<file path="config.mk">
export PLATFORM = sky130hd
export DESIGN_NAME = pipe_ctrl_flat
export DESIGN_NICKNAME = d
export VERILOG_FILES = /design/src/rtl/pipe_ctrl_pkg.sv /design/src/rtl/pipe_ctrl_if.sv /design/src/rtl/pipe_ctrl_stall_watchdog.sv /design/src/rtl/pipe_ctrl.sv /design/src/flat_wrapper.sv
export SDC_FILE = /design/constraint.sdc
export NUM_CORES = 1
export LEC_CHECK = 0
export ABC_CLOCK_PERIOD_IN_PS = 1830
export CAP_MARGIN = 20
export CORE_MARGIN = 5
export CORE_UTILIZATION = 38
export DETAILED_ROUTE_END_ITERATION = 8
export PLACE_DENSITY = 0.78
export RECOVER_POWER = 100
export SYNTH_ARGS = -nofsm -noshare
export SYNTH_HDL_FRONTEND = slang
export SYNTH_SLANG_ARGS = --single-unit
</file>
<file path="constraint.sdc">
create_clock -name clk -period 1.83 [get_ports clk]
set_input_delay 0.183 -clock clk [delete_from_list [all_inputs] [get_ports clk]]
set_output_delay 0.183 -clock clk [all_outputs]
set_load 0.02 [all_outputs]
</file>
<file path="src/rtl/pipe_ctrl_pkg.sv">
// Shared definitions for the pipeline controller: stall encodings,
// exception codes, FSM states and the default exception vector.
package pipe_ctrl_pkg;

  localparam logic [5:0] STALL_NONE = 6'b000000;
  localparam logic [5:0] STALL_IF   = 6'b000011;
  localparam logic [5:0] STALL_ID   = 6'b000111;
  localparam logic [5:0] STALL_EX   = 6'b001111;
  localparam logic [5:0] STALL_MEM  = 6'b011111;

  localparam logic [31:0] EXC_NONE    = 32'h0;
  localparam logic [31:0] EXC_INT     = 32'h1;
  localparam logic [31:0] EXC_ADEL    = 32'h4;
  localparam logic [31:0] EXC_ADES    = 32'h5;
  localparam logic [31:0] EXC_SYSCALL = 32'h8;
  localparam logic [31:0] EXC_BREAK   = 32'h9;
  localparam logic [31:0] EXC_RI      = 32'ha;
  localparam logic [31:0] EXC_OV      = 32'hc;
  localparam logic [31:0] EXC_TRAP    = 32'hd;
  localparam logic [31:0] EXC_ERET    = 32'he;

  localparam logic [31:0] EXC_VECTOR_DEF = 32'hBFC00380;

  typedef enum logic [1:0] {
    ST_IDLE   = 2'd0,
    ST_FLUSH  = 2'd1,
    ST_REFILL = 2'd2
  } pipe_state_e;

  // Fixed-priority merge of per-stage stall requests (oldest stage wins).
  function automatic logic [5:0] stall_encode(input logic mem, input logic ex,
                                              input logic id, input logic fe);
    if (mem)     return STALL_MEM;
    else if (ex) return STALL_EX;
    else if (id) return STALL_ID;
    else if (fe) return STALL_IF;
    else         return STALL_NONE;
  endfunction

endpackage

</file>
<file path="src/rtl/pipe_ctrl_if.sv">
// Pipeline-control bundle between the core datapath (master) and the
// controller (slave). Performance counter outputs exist only when
// PIPE_CTRL_PERF_EN is defined.
interface pipe_ctrl_if;
  logic        stallreq_if;
  logic        stallreq_id;
  logic        stallreq_ex;
  logic        stallreq_mem;
  logic [31:0] excepttype_i;
  logic [31:0] cp0_epc_i;
  logic [5:0]  stall;
  logic        flush;
  logic [31:0] new_pc;
  logic        stall_timeout;
`ifdef PIPE_CTRL_PERF_EN
  logic [31:0] perf_stall_cycles;
  logic [31:0] perf_flush_cnt;
`endif

  modport master (
    output stallreq_if, stallreq_id, stallreq_ex, stallreq_mem,
    output excepttype_i, cp0_epc_i,
    input  stall, flush, new_pc, stall_timeout
`ifdef PIPE_CTRL_PERF_EN
    , input perf_stall_cycles, perf_flush_cnt
`endif
  );

  modport slave (
    input  stallreq_if, stallreq_id, stallreq_ex, stallreq_mem,
    input  excepttype_i, cp0_epc_i,
    output stall, flush, new_pc, stall_timeout
`ifdef PIPE_CTRL_PERF_EN
    , output perf_stall_cycles, perf_flush_cnt
`endif
  );
endinterface

</file>
<file path="src/rtl/pipe_ctrl_stall_watchdog.sv">
// Stall watchdog: counts consecutive stalled cycles (saturating) and raises
// a sticky flag once the count reaches STALL_TIMEOUT.
module stall_watchdog #(
  parameter int unsigned STALL_TIMEOUT = 1024,
  parameter int unsigned CNT_W         = 11
) (
  input  logic clk,
  input  logic rst,
  input  logic i_stall_active,
  output logic o_timeout
);
  localparam logic [CNT_W-1:0] LIM    = CNT_W'(STALL_TIMEOUT);
  localparam logic [CNT_W-1:0] LIM_M1 = CNT_W'(STALL_TIMEOUT - 1);

  logic [CNT_W-1:0] r_cnt;
  logic             r_flag;

  // Consecutive-stall counter, saturating at the limit; sticky flag set on the
  // edge where the count reaches the limit.
  always_ff @(posedge clk or negedge rst) begin
    if (!rst) begin
      r_cnt  <= '0;
      r_flag <= 1'b0;
    end else begin
      if (!i_stall_active)  r_cnt <= '0;
      else if (r_cnt != LIM) r_cnt <= r_cnt + 1'b1;
      if (i_stall_active && (r_cnt >= LIM_M1)) r_flag <= 1'b1;
    end
  end

  assign o_timeout = r_flag;
endmodule

</file>
<file path="src/rtl/pipe_ctrl.sv">
// Central pipeline controller: stall merging, exception/ERET flush
// sequencing and stall watchdog. Optional perf counters: PIPE_CTRL_PERF_EN.
module pipe_ctrl
  import pipe_ctrl_pkg::*;
#(
  parameter logic [31:0] EXC_VECTOR    = EXC_VECTOR_DEF,
  parameter int unsigned STALL_TIMEOUT = 1024,
  parameter int unsigned CNT_W         = 11
) (
  input  logic        clk,
  input  logic        rst,
  pipe_ctrl_if.slave  ctrl
);
  pipe_state_e r_state, w_state_n;
  logic        r_flush;
  logic [31:0] r_new_pc;
  logic [5:0]  w_stall;
  logic        w_detect;
  logic        w_timeout;

  // Next state and stall vector; stall is forced idle while in reset.
  always_comb begin
    w_state_n = r_state;
    w_detect  = 1'b0;
    w_stall   = stall_encode(ctrl.stallreq_mem, ctrl.stallreq_ex,
                             ctrl.stallreq_id, ctrl.stallreq_if);
    unique case (r_state)
      ST_IDLE: begin
        // A mem stall freezes MEM, so the exception simply stays pending.
        if ((ctrl.excepttype_i != EXC_NONE) && !ctrl.stallreq_mem) begin
          w_detect  = 1'b1;
          w_stall   = STALL_MEM;
          w_state_n = ST_FLUSH;
        end
      end
      ST_FLUSH: begin
        w_stall   = STALL_NONE;
        w_state_n = ST_REFILL;
      end
      ST_REFILL: begin
        if (!ctrl.stallreq_if) w_state_n = ST_IDLE;
      end
      default: w_state_n = ST_IDLE;
    endcase
    if (!rst) w_stall = STALL_NONE;
  end

  // State register, flush pulse and redirect target capture.
  always_ff @(posedge clk or negedge rst) begin
    if (!rst) begin
      r_state  <= ST_IDLE;
      r_flush  <= 1'b0;
      r_new_pc <= '0;
    end else begin
      r_state <= w_state_n;
      r_flush <= w_detect;
      if (w_detect)
        r_new_pc <= (ctrl.excepttype_i == EXC_ERET) ? ctrl.cp0_epc_i : EXC_VECTOR;
    end
  end

  stall_watchdog #(
    .STALL_TIMEOUT (STALL_TIMEOUT),
    .CNT_W         (CNT_W)
  ) u_watchdog (
    .clk            (clk),
    .rst            (rst),
    .i_stall_active (w_stall != STALL_NONE),
    .o_timeout      (w_timeout)
  );

  assign ctrl.stall         = w_stall;
  assign ctrl.flush         = r_flush;
  assign ctrl.new_pc        = r_new_pc;
  assign ctrl.stall_timeout = w_timeout;

`ifdef PIPE_CTRL_PERF_EN
  logic [31:0] r_perf_stall;
  logic [31:0] r_perf_flush;

  // Free-running stalled-cycle and flush-entry counters.
  always_ff @(posedge clk or negedge rst) begin
    if (!rst) begin
      r_perf_stall <= '0;
      r_perf_flush <= '0;
    end else begin
      if (w_stall != STALL_NONE) r_perf_stall <= r_perf_stall + 32'd1;
      if (w_detect)              r_perf_flush <= r_perf_flush + 32'd1;
    end
  end

  assign ctrl.perf_stall_cycles = r_perf_stall;
  assign ctrl.perf_flush_cnt    = r_perf_flush;
`endif
endmodule
</file>
<file path="src/flat_wrapper.sv">
// flat-port wrapper written by rule: the top's interface ports become plain ports
module pipe_ctrl_flat import pipe_ctrl_pkg::*;
#(
  parameter logic [31:0] EXC_VECTOR    = EXC_VECTOR_DEF,
  parameter int unsigned STALL_TIMEOUT = 1024,
  parameter int unsigned CNT_W         = 11
)
  (clk, rst, ctrl_stallreq_if, ctrl_stallreq_id, ctrl_stallreq_ex, ctrl_stallreq_mem, ctrl_excepttype_i, ctrl_cp0_epc_i, ctrl_stall, ctrl_flush, ctrl_new_pc, ctrl_stall_timeout);
  pipe_ctrl_if ctrl_i ();
  input  logic clk;
  input  logic rst;
  input wire logic [$bits(ctrl_i.stallreq_if)-1:0] ctrl_stallreq_if;
  input wire logic [$bits(ctrl_i.stallreq_id)-1:0] ctrl_stallreq_id;
  input wire logic [$bits(ctrl_i.stallreq_ex)-1:0] ctrl_stallreq_ex;
  input wire logic [$bits(ctrl_i.stallreq_mem)-1:0] ctrl_stallreq_mem;
  input wire logic [$bits(ctrl_i.excepttype_i)-1:0] ctrl_excepttype_i;
  input wire logic [$bits(ctrl_i.cp0_epc_i)-1:0] ctrl_cp0_epc_i;
  output wire logic [$bits(ctrl_i.stall)-1:0] ctrl_stall;
  output wire logic [$bits(ctrl_i.flush)-1:0] ctrl_flush;
  output wire logic [$bits(ctrl_i.new_pc)-1:0] ctrl_new_pc;
  output wire logic [$bits(ctrl_i.stall_timeout)-1:0] ctrl_stall_timeout;
  assign ctrl_i.stallreq_if = ctrl_stallreq_if;
  assign ctrl_i.stallreq_id = ctrl_stallreq_id;
  assign ctrl_i.stallreq_ex = ctrl_stallreq_ex;
  assign ctrl_i.stallreq_mem = ctrl_stallreq_mem;
  assign ctrl_i.excepttype_i = ctrl_excepttype_i;
  assign ctrl_i.cp0_epc_i = ctrl_cp0_epc_i;
  assign ctrl_stall = ctrl_i.stall;
  assign ctrl_flush = ctrl_i.flush;
  assign ctrl_new_pc = ctrl_i.new_pc;
  assign ctrl_stall_timeout = ctrl_i.stall_timeout;
  pipe_ctrl #(.EXC_VECTOR(EXC_VECTOR), .STALL_TIMEOUT(STALL_TIMEOUT), .CNT_W(CNT_W)) u_core (.clk(clk), .rst(rst), .ctrl(ctrl_i));
endmodule
</file>
==> results.sh, run 1 <==
export IMPL_numCtsBuffers=5
export IMPL_grt_pass1_wl_mm=8.74
export IMPL_via_per_inst=4.91
export IMPL_r2r_start="u_core.r_state[1]"
export IMPL_antenna_found_initial=0
export IMPL_startpoint="ctrl_excepttype_i[7]"
export IMPL_cpMaxStageDelayCell="o32ai_2"
export IMPL_yosys_warnings=0
export IMPL_path_class="primary input to primary output"
export IMPL_ys_seq_area_frac=0.590
export IMPL_hold_class="primary input to async pin"
export IMPL_drt_iter0_markers=63
export IMPL_first_pass_iters=4
export IMPL_postLayoutCoreUtil=0.655
export IMPL_peakVddDrop_mv=0.467
export IMPL_seq_power_share=0.449
export IMPL_hold_viol=0
export IMPL_grt_start_max_net_pins=48
export IMPL_fin_crit_ns=1.76
export IMPL_portBuffers=108
export IMPL_regArea_um2=1180
export IMPL_arrival_ns=1.57
export IMPL_slowest_delay_ns=0.31
export IMPL_grt_overflow=0
export IMPL_h_tree_depth=2
export IMPL_die_h_um=82.4
export IMPL_tns_ns=0
export IMPL_wl_mm=5.59
export IMPL_relSlewSlack=0.248
export IMPL_routabilityCongestion=0.765
export IMPL_multi_input_area_um2=781
export IMPL_pin_count=110
export IMPL_r2r_cells=4
export IMPL_hpwlAfterDp_mm=4.29
export IMPL_drive_gt1_frac=0.138
export IMPL_via_count=1767
export IMPL_cp_cell_sequence="dlygate4sd2_1, nor4_2, nand4_1, o32ai_2, buf_4, a21oi_2, buf_4"
export IMPL_avgSynthCellArea_um2=11.5
export IMPL_end_kind="primary output"
export IMPL_area_growth_pct=67.8
export IMPL_clkTransAtPathRegs_ns=0.08
export IMPL_antenna_cells=0
export IMPL_synthCells=173
export IMPL_drt_antenna_violating_nets=0
export IMPL_netSwitchingFraction=0.272
export IMPL_num_rows=26
export IMPL_clock_skew_ns=0.00387
export IMPL_wl_per_cell_um=15.5
export IMPL_drc=0
export IMPL_grt_pass1_vias=1854
export IMPL_final_cells=360
export IMPL_cp_max_fo=3
export IMPL_worst_pin_slew_ns=1.13
export IMPL_cts_sinks=47
export IMPL_cts_max_path_buffers=2
export IMPL_start_util=0.390
export IMPL_track_usage=0.174
export IMPL_internal_power_mw=1.80
export IMPL_fin_crit_sh=0.960
export IMPL_critical_path_depth=7
export IMPL_die_w_um=82.4
export IMPL_nets=361
export IMPL_cts_tree="built"
export IMPL_report_final_slew_viol_count=0
export IMPL_root_buffer="clkbuf_8"
export IMPL_p_sw_mw=0.671
export IMPL_crit_family="buffers and inverters"
export IMPL_hold_slack_ns=0.264
export IMPL_ys_ff_latch=47
export IMPL_power_density_nw_per_um2=737
export IMPL_clkLatencyLatePin_ns=0.30
export IMPL_crit_buf_inv=3
export IMPL_n_fill_cell=430
export IMPL_worstReg2RegEnd="u_core.ctrl.new_pc[5]"
export IMPL_crit_required_ns=1.65
export IMPL_max_cap_viol_count=0
export IMPL_outcome="completed"
export IMPL_start_kind="primary input"
export IMPL_power_leakage_nw=1.45
export IMPL_dieArea_um2=6800
export IMPL_syn_area_um2=1990
export IMPL_core_um2=5110
export IMPL_netlist_cell_type_count=28
export IMPL_holdBufCountCts=0
export IMPL_cp_common_cell="buf_4"
export IMPL_combPwrFrac=0.233
export IMPL_clock_power_share=0.318
export IMPL_place_inst=352
export IMPL_setup_violations=0
export IMPL_rrSetupSlack_ns=0.38
export IMPL_synth_nets=245
export IMPL_fmax_ghz=0.569
## cells in the mapped netlist
| cell type | number | area [µm²] |
|---|---|---|
| o21bai_1 | 1 | 7.51 |
| dfrtp_1 | 47 | 1180 |
| mux2_2 | 1 | 11.3 |
| o32ai_2 | 1 | 16.3 |
| or2_2 | 1 | 6.26 |
| and3_1 | 3 | 18.8 |
| conb_1 | 1 | 3.75 |
| a21bo_2 | 1 | 10.0 |
| buf_6 | 2 | 22.5 |
| xnor2_1 | 5 | 43.8 |
| nor2_1 | 21 | 78.8 |
| o21ai_0 | 1 | 5.00 |
| xor2_1 | 4 | 35.0 |
| inv_2 | 1 | 3.75 |
| nand2_1 | 9 | 33.8 |
| buf_2 | 5 | 25.0 |
| ha_1 | 2 | 25.0 |
| inv_1 | 7 | 26.3 |
| o22a_1 | 12 | 105 |
| a22o_1 | 20 | 175 |
| buf_4 | 2 | 15.0 |
| nor4_1 | 8 | 50.1 |
| nand4_1 | 4 | 25.0 |
| nand3_1 | 4 | 20.0 |
| nand2b_1 | 1 | 6.26 |
| a21oi_1 | 4 | 20.0 |
| a21o_2 | 1 | 8.76 |
| nor3_1 | 4 | 20.0 |
## cells by family (layout without fill, tap and decap cells)
group                    after synthesis  after routing  synth area share
AND/OR/NAND/NOR                       55             55             0.130
flip-flops                            47             47             0.590
AO/OA/AOI/OAI                         41             41             0.174
buffers and inverters                 17            134            0.0464
XOR/XNOR                               9              9            0.0395
adder cells (fa/ha/maj)                2              2            0.0125
other                                  1              1           0.00188
multiplexers                           1              1           0.00565
## stage by stage
stage | instance area (µm²) | worst slack (ns) | total power, mW
6_report | 3350 | 0.0731 | 2.47
5_1_grt | 3350 | -0.0323 | 2.60
4_1_cts | 3310 | 0.0124 | 2.51
3_5_place_dp | 3200 | -0.570 | 1.73
3_3_place_gp | 3200 | -0.515 | 1.71
2_1_floorplan | 1990 | 0.105 | 1.40
## layout make-up
cell class                      count  share of cell area
Sequential cell                    47               0.351
Multi-Input combinational cell    109               0.233
Clock buffer                        6              0.0247
Clock inverter                      2              0.0105
Tap cell                           70              0.0262
Timing Repair Buffer              118               0.345
Inverter                            8             0.00897
## per-layer routing
layer	global-route usage	wire, µm	vias to the layer above	part of all wire
met5	0	0	-	0
met4	0.0714	129	0	0.023
met3	0.0597	515	10	0.092
met2	0.313	2820	67	0.50
met1	0.186	2130	836	0.38
li1	-	-	854	-
## what timing repair did
action | CTS | global route
pin swaps | 12 | 12
endpoints found under the hold margin | 0 | 0
endpoints found under the setup margin | 5 | 14
resized for setup | 57 | 19
buffers inserted | 0 | 0
## worst max-delay path by stage
stage                                to  slack [ns]
after floorplan           ctrl_stall[1]        0.11
after global placement    ctrl_stall[1]       -0.52
after detailed placement  ctrl_stall[2]       -0.57
after CTS                 ctrl_stall[2]        0.01
after global routing      ctrl_stall[3]       -0.03
final                     ctrl_stall[2]        0.07
## registers in the layout (all words and copies together) (netlist names)
name                         cells
u_core.u_watchdog.r_cnt         11
u_core.u_watchdog.o_timeout      1
u_core.ctrl.new_pc              32
u_core.r_state                   2
u_core.ctrl.flush                1
## power by group through the flow
stage / registers, mW / clock network, mW / logic (mW)
after global routing: 1.11 / 0.850 / 0.635
final: 1.11 / 0.784 / 0.574
after CTS: 1.11 / 0.810 / 0.591
after global placement: 1.13 / 0 / 0.583
after detailed placement: 1.13 / 0 / 0.599
after floorplan: 1.13 / 0 / 0.272
## layout by cell type, fill, tap and decap left out, types with 4 or more instances in the layout
cell	count
dlymetal6s2s_1	6
o22a_1	12
clkdlybuf4s15_1	8
buf_4	8
nor4_2	6
nand3_1	4
nand4_1	4
clkbuf_8	6
dlygate4sd3_1	17
dlygate4sd2_1	14
nand2_1	9
xnor2_1	5
a22o_1	20
xor2_1	4
inv_1	6
nor2_1	21
clkdlybuf4s50_1	56
dfrtp_1	47
No activity file was read; power rests on OpenSTA's default activity.
==> inputs of run 2 (changes only) <==
--- a/config.mk
+++ b/config.mk
@@ -10,6 +10,7 @@
 export CORE_MARGIN = 5
 export CORE_UTILIZATION = 38
 export DETAILED_ROUTE_END_ITERATION = 8
+export GPL_TIMING_DRIVEN = 0
 export PLACE_DENSITY = 0.78
 export RECOVER_POWER = 100
 export SYNTH_ARGS = -nofsm -noshare
==> run 2 against run 1 <==
Global-route usage is 0.20 points higher. Sequential share of layout area up 0.63 points. Setup slack got worse by 0.082 ns. The run now ends with setup timing left. Critical path depth rose by 2. Sequential power about the same. Flip-flop and latch count is the same. Register-to-register slack lost 0.10 ns. First-iteration DRC count is 11% lower. Largest power group unchanged. Routed wire length up 5.2%. Via count grew 0.17%. Clock power decreased by 4.8%.
==> results.sh, run 2 (synthesized netlist as in run 1, its figures left out) <==
export IMPL_rsz0062_at_grt="yes"
export IMPL_clock_skew_ns=0.00372
export IMPL_h_tree_depth=2
export IMPL_slowest_delay_ns=0.31
export IMPL_arrival_ns=1.66
export IMPL_cp_cell_sequence="clkdlybuf4s15_1, nor4_2, nand4_1, o32ai_2, a21o_2, buf_6, inv_2, buf_4, buf_6"
export IMPL_worst_pin_slew_ns=1.07
export IMPL_hold_viol=0
export IMPL_netSwitchingFraction=0.279
export IMPL_start_kind="primary input"
export IMPL_cp_common_cell="buf_6"
export IMPL_internal_power_mw=1.75
export IMPL_cts_tree="built"
export IMPL_hold_class="primary input to async pin"
export IMPL_nets=369
export IMPL_pin_count=110
export IMPL_max_cap_viol_count=0
export IMPL_grt_pass1_wl_mm=8.76
export IMPL_outcome="complete, but fails checks"
export IMPL_p_sw_mw=0.676
export IMPL_via_count=1770
export IMPL_wl_per_cell_um=16.0
export IMPL_seq_power_share=0.458
export IMPL_peakVddDrop_mv=0.472
export IMPL_fin_crit_ns=1.84
export IMPL_cts_sinks=47
export IMPL_area_growth_pct=64.9
export IMPL_dieArea_um2=6800
export IMPL_wl_mm=5.89
export IMPL_clock_power_share=0.308
export IMPL_setup_violations=1
export IMPL_power_density_nw_per_um2=737
export IMPL_start_util=0.390
export IMPL_fmax_ghz=0.544
export IMPL_report_final_slew_viol_count=0
export IMPL_relSlewSlack=0.289
export IMPL_crit_required_ns=1.65
export IMPL_num_rows=26
export IMPL_numCtsBuffers=5
export IMPL_antenna_found_initial=0
export IMPL_drt_iter0_markers=56
export IMPL_tns_ns=-0.00915
export IMPL_fin_crit_sh=1.01
export IMPL_p_total_mw=2.42
export IMPL_largest_reg_flops=32
export IMPL_clkLatencyLatePin_ns=0.30
export IMPL_end_kind="primary output"
export IMPL_path_class="primary input to primary output"
export IMPL_crit_buf_inv=5
export IMPL_via_per_inst=4.82
export IMPL_drt_antenna_violating_nets=0
export IMPL_root_buffer="clkbuf_8"
export IMPL_first_pass_iters=4
export IMPL_cts_max_path_buffers=2
export IMPL_cpMaxStageDelayCell="o32ai_2"
export IMPL_crit_family="buffers and inverters"
export IMPL_power_leakage_nw=1.42
export IMPL_cp_max_fo=2
export IMPL_routabilityCongestion=0.771
export IMPL_final_common_cell="clkdlybuf4s50_1"
export IMPL_drive_gt1_frac=0.175
export IMPL_hpwlAfterDp_mm=4.32
export IMPL_setup_ws_ns=-0.00915
export IMPL_portBuffers=108
export IMPL_die_h_um=82.4
export IMPL_core_um2=5110
export IMPL_layout_common_cells="clkdlybuf4s50_1, dfrtp_1, nor2_1, a22o_1, buf_2"
export IMPL_combPwrFrac=0.234
export IMPL_clkTransAtPathRegs_ns=0.09
export IMPL_drc=0
export IMPL_grt_pass1_vias=1836
export IMPL_grt_overflow=0
export IMPL_violations="setup timing"
export IMPL_grt_start_max_net_pins=25
export IMPL_antenna_cells=0
export IMPL_track_usage=0.176
export IMPL_die_w_um=82.4
-- run 2: area by class of cell --
type / instances / area, µm²
fillers: 424 / 1820
repair buffers: 117 / 1050
multi-input cells: 109 / 774
clock inverters: 2 / 37.5
well taps: 70 / 87.6
clock buffers: 5 / 68.8
plain buffers: 9 / 62.6
flip-flops and latches: 47 / 1180
inverters: 8 / 30.0
-- run 2: final timing paths --
| check | slack (ns) | cells after the start | start | end |
|---|---|---|---|---|
| setup / recovery | -0.009 | 9 | ctrl_excepttype_i[16] | ctrl_stall[1] |
| hold / removal | 0.23 | 2 | rst | u_core.ctrl.new_pc[15] |
| setup reg to reg | 0.28 | 4 | u_core.r_state[1] | u_core.ctrl.new_pc[15] |
| hold reg to reg | 0.49 | 1 | u_core.u_watchdog.o_timeout | u_core.u_watchdog.o_timeout |
| max in group asynchronous | 0.38 | 4 | rst | u_core.ctrl.new_pc[23] |
| min in group clk | 0.46 | 2 | ctrl_cp0_epc_i[24] | u_core.ctrl.new_pc[24] |
-- run 2: layer usage --
layer / share of wire / global-route usage / vias up
met5: 0 / 0 / -
met4: 0.025 / 0.0797 / 0
met3: 0.088 / 0.0542 / 11
met2: 0.50 / 0.313 / 73
met1: 0.39 / 0.192 / 825
li1: - / - / 861
-- run 2: power by group through the flow --
stage	logic, mW	registers, mW	clock network (mW)
global placement	0.568	1.13	0
global route	0.620	1.11	0.804
CTS	0.575	1.11	0.770
floorplan	0.272	1.13	0
finish	0.567	1.11	0.746
detailed placement	0.582	1.13	0
-- run 2: stage by stage --
stage | hold WS [ns] | worst slack [ns] | util | cells | area, µm²
floorplan | -0.113 | 0.105 | - | 173 | 1990
global placement | 0.468 | -2.13 | 0.619 | 351 | 3160
detailed placement | 0.196 | -0.957 | 0.622 | 352 | 3180
CTS | 0.456 | 0.000578 | 0.642 | 365 | 3280
global route | 0.252 | -0.136 | 0.644 | 367 | 3290
finish | 0.234 | -0.00915 | 0.644 | 367 | 3290
-- run 2: repair_timing --
action / in CTS / in global routing
endpoints found under the setup margin: 5 / 5
buffers inserted: 4 / 0
pin swaps: 13 / 3
gates resized for setup: 84 / 11
hold buffers: 2 / 0
endpoints found under the hold margin: 23 / 0
cloned: 0 / 0
==> inputs of run 3 (changes only) <==
--- a/config.mk
+++ b/config.mk
@@ -5,7 +5,6 @@
 export SDC_FILE = /design/constraint.sdc
 export NUM_CORES = 1
 export LEC_CHECK = 0
-export ABC_CLOCK_PERIOD_IN_PS = 1830
 export CAP_MARGIN = 20
 export CORE_MARGIN = 5
 export CORE_UTILIZATION = 38
==> results of run 3 <==
Same layout as run 2: the final DEF is identical, and so are final timing and power.
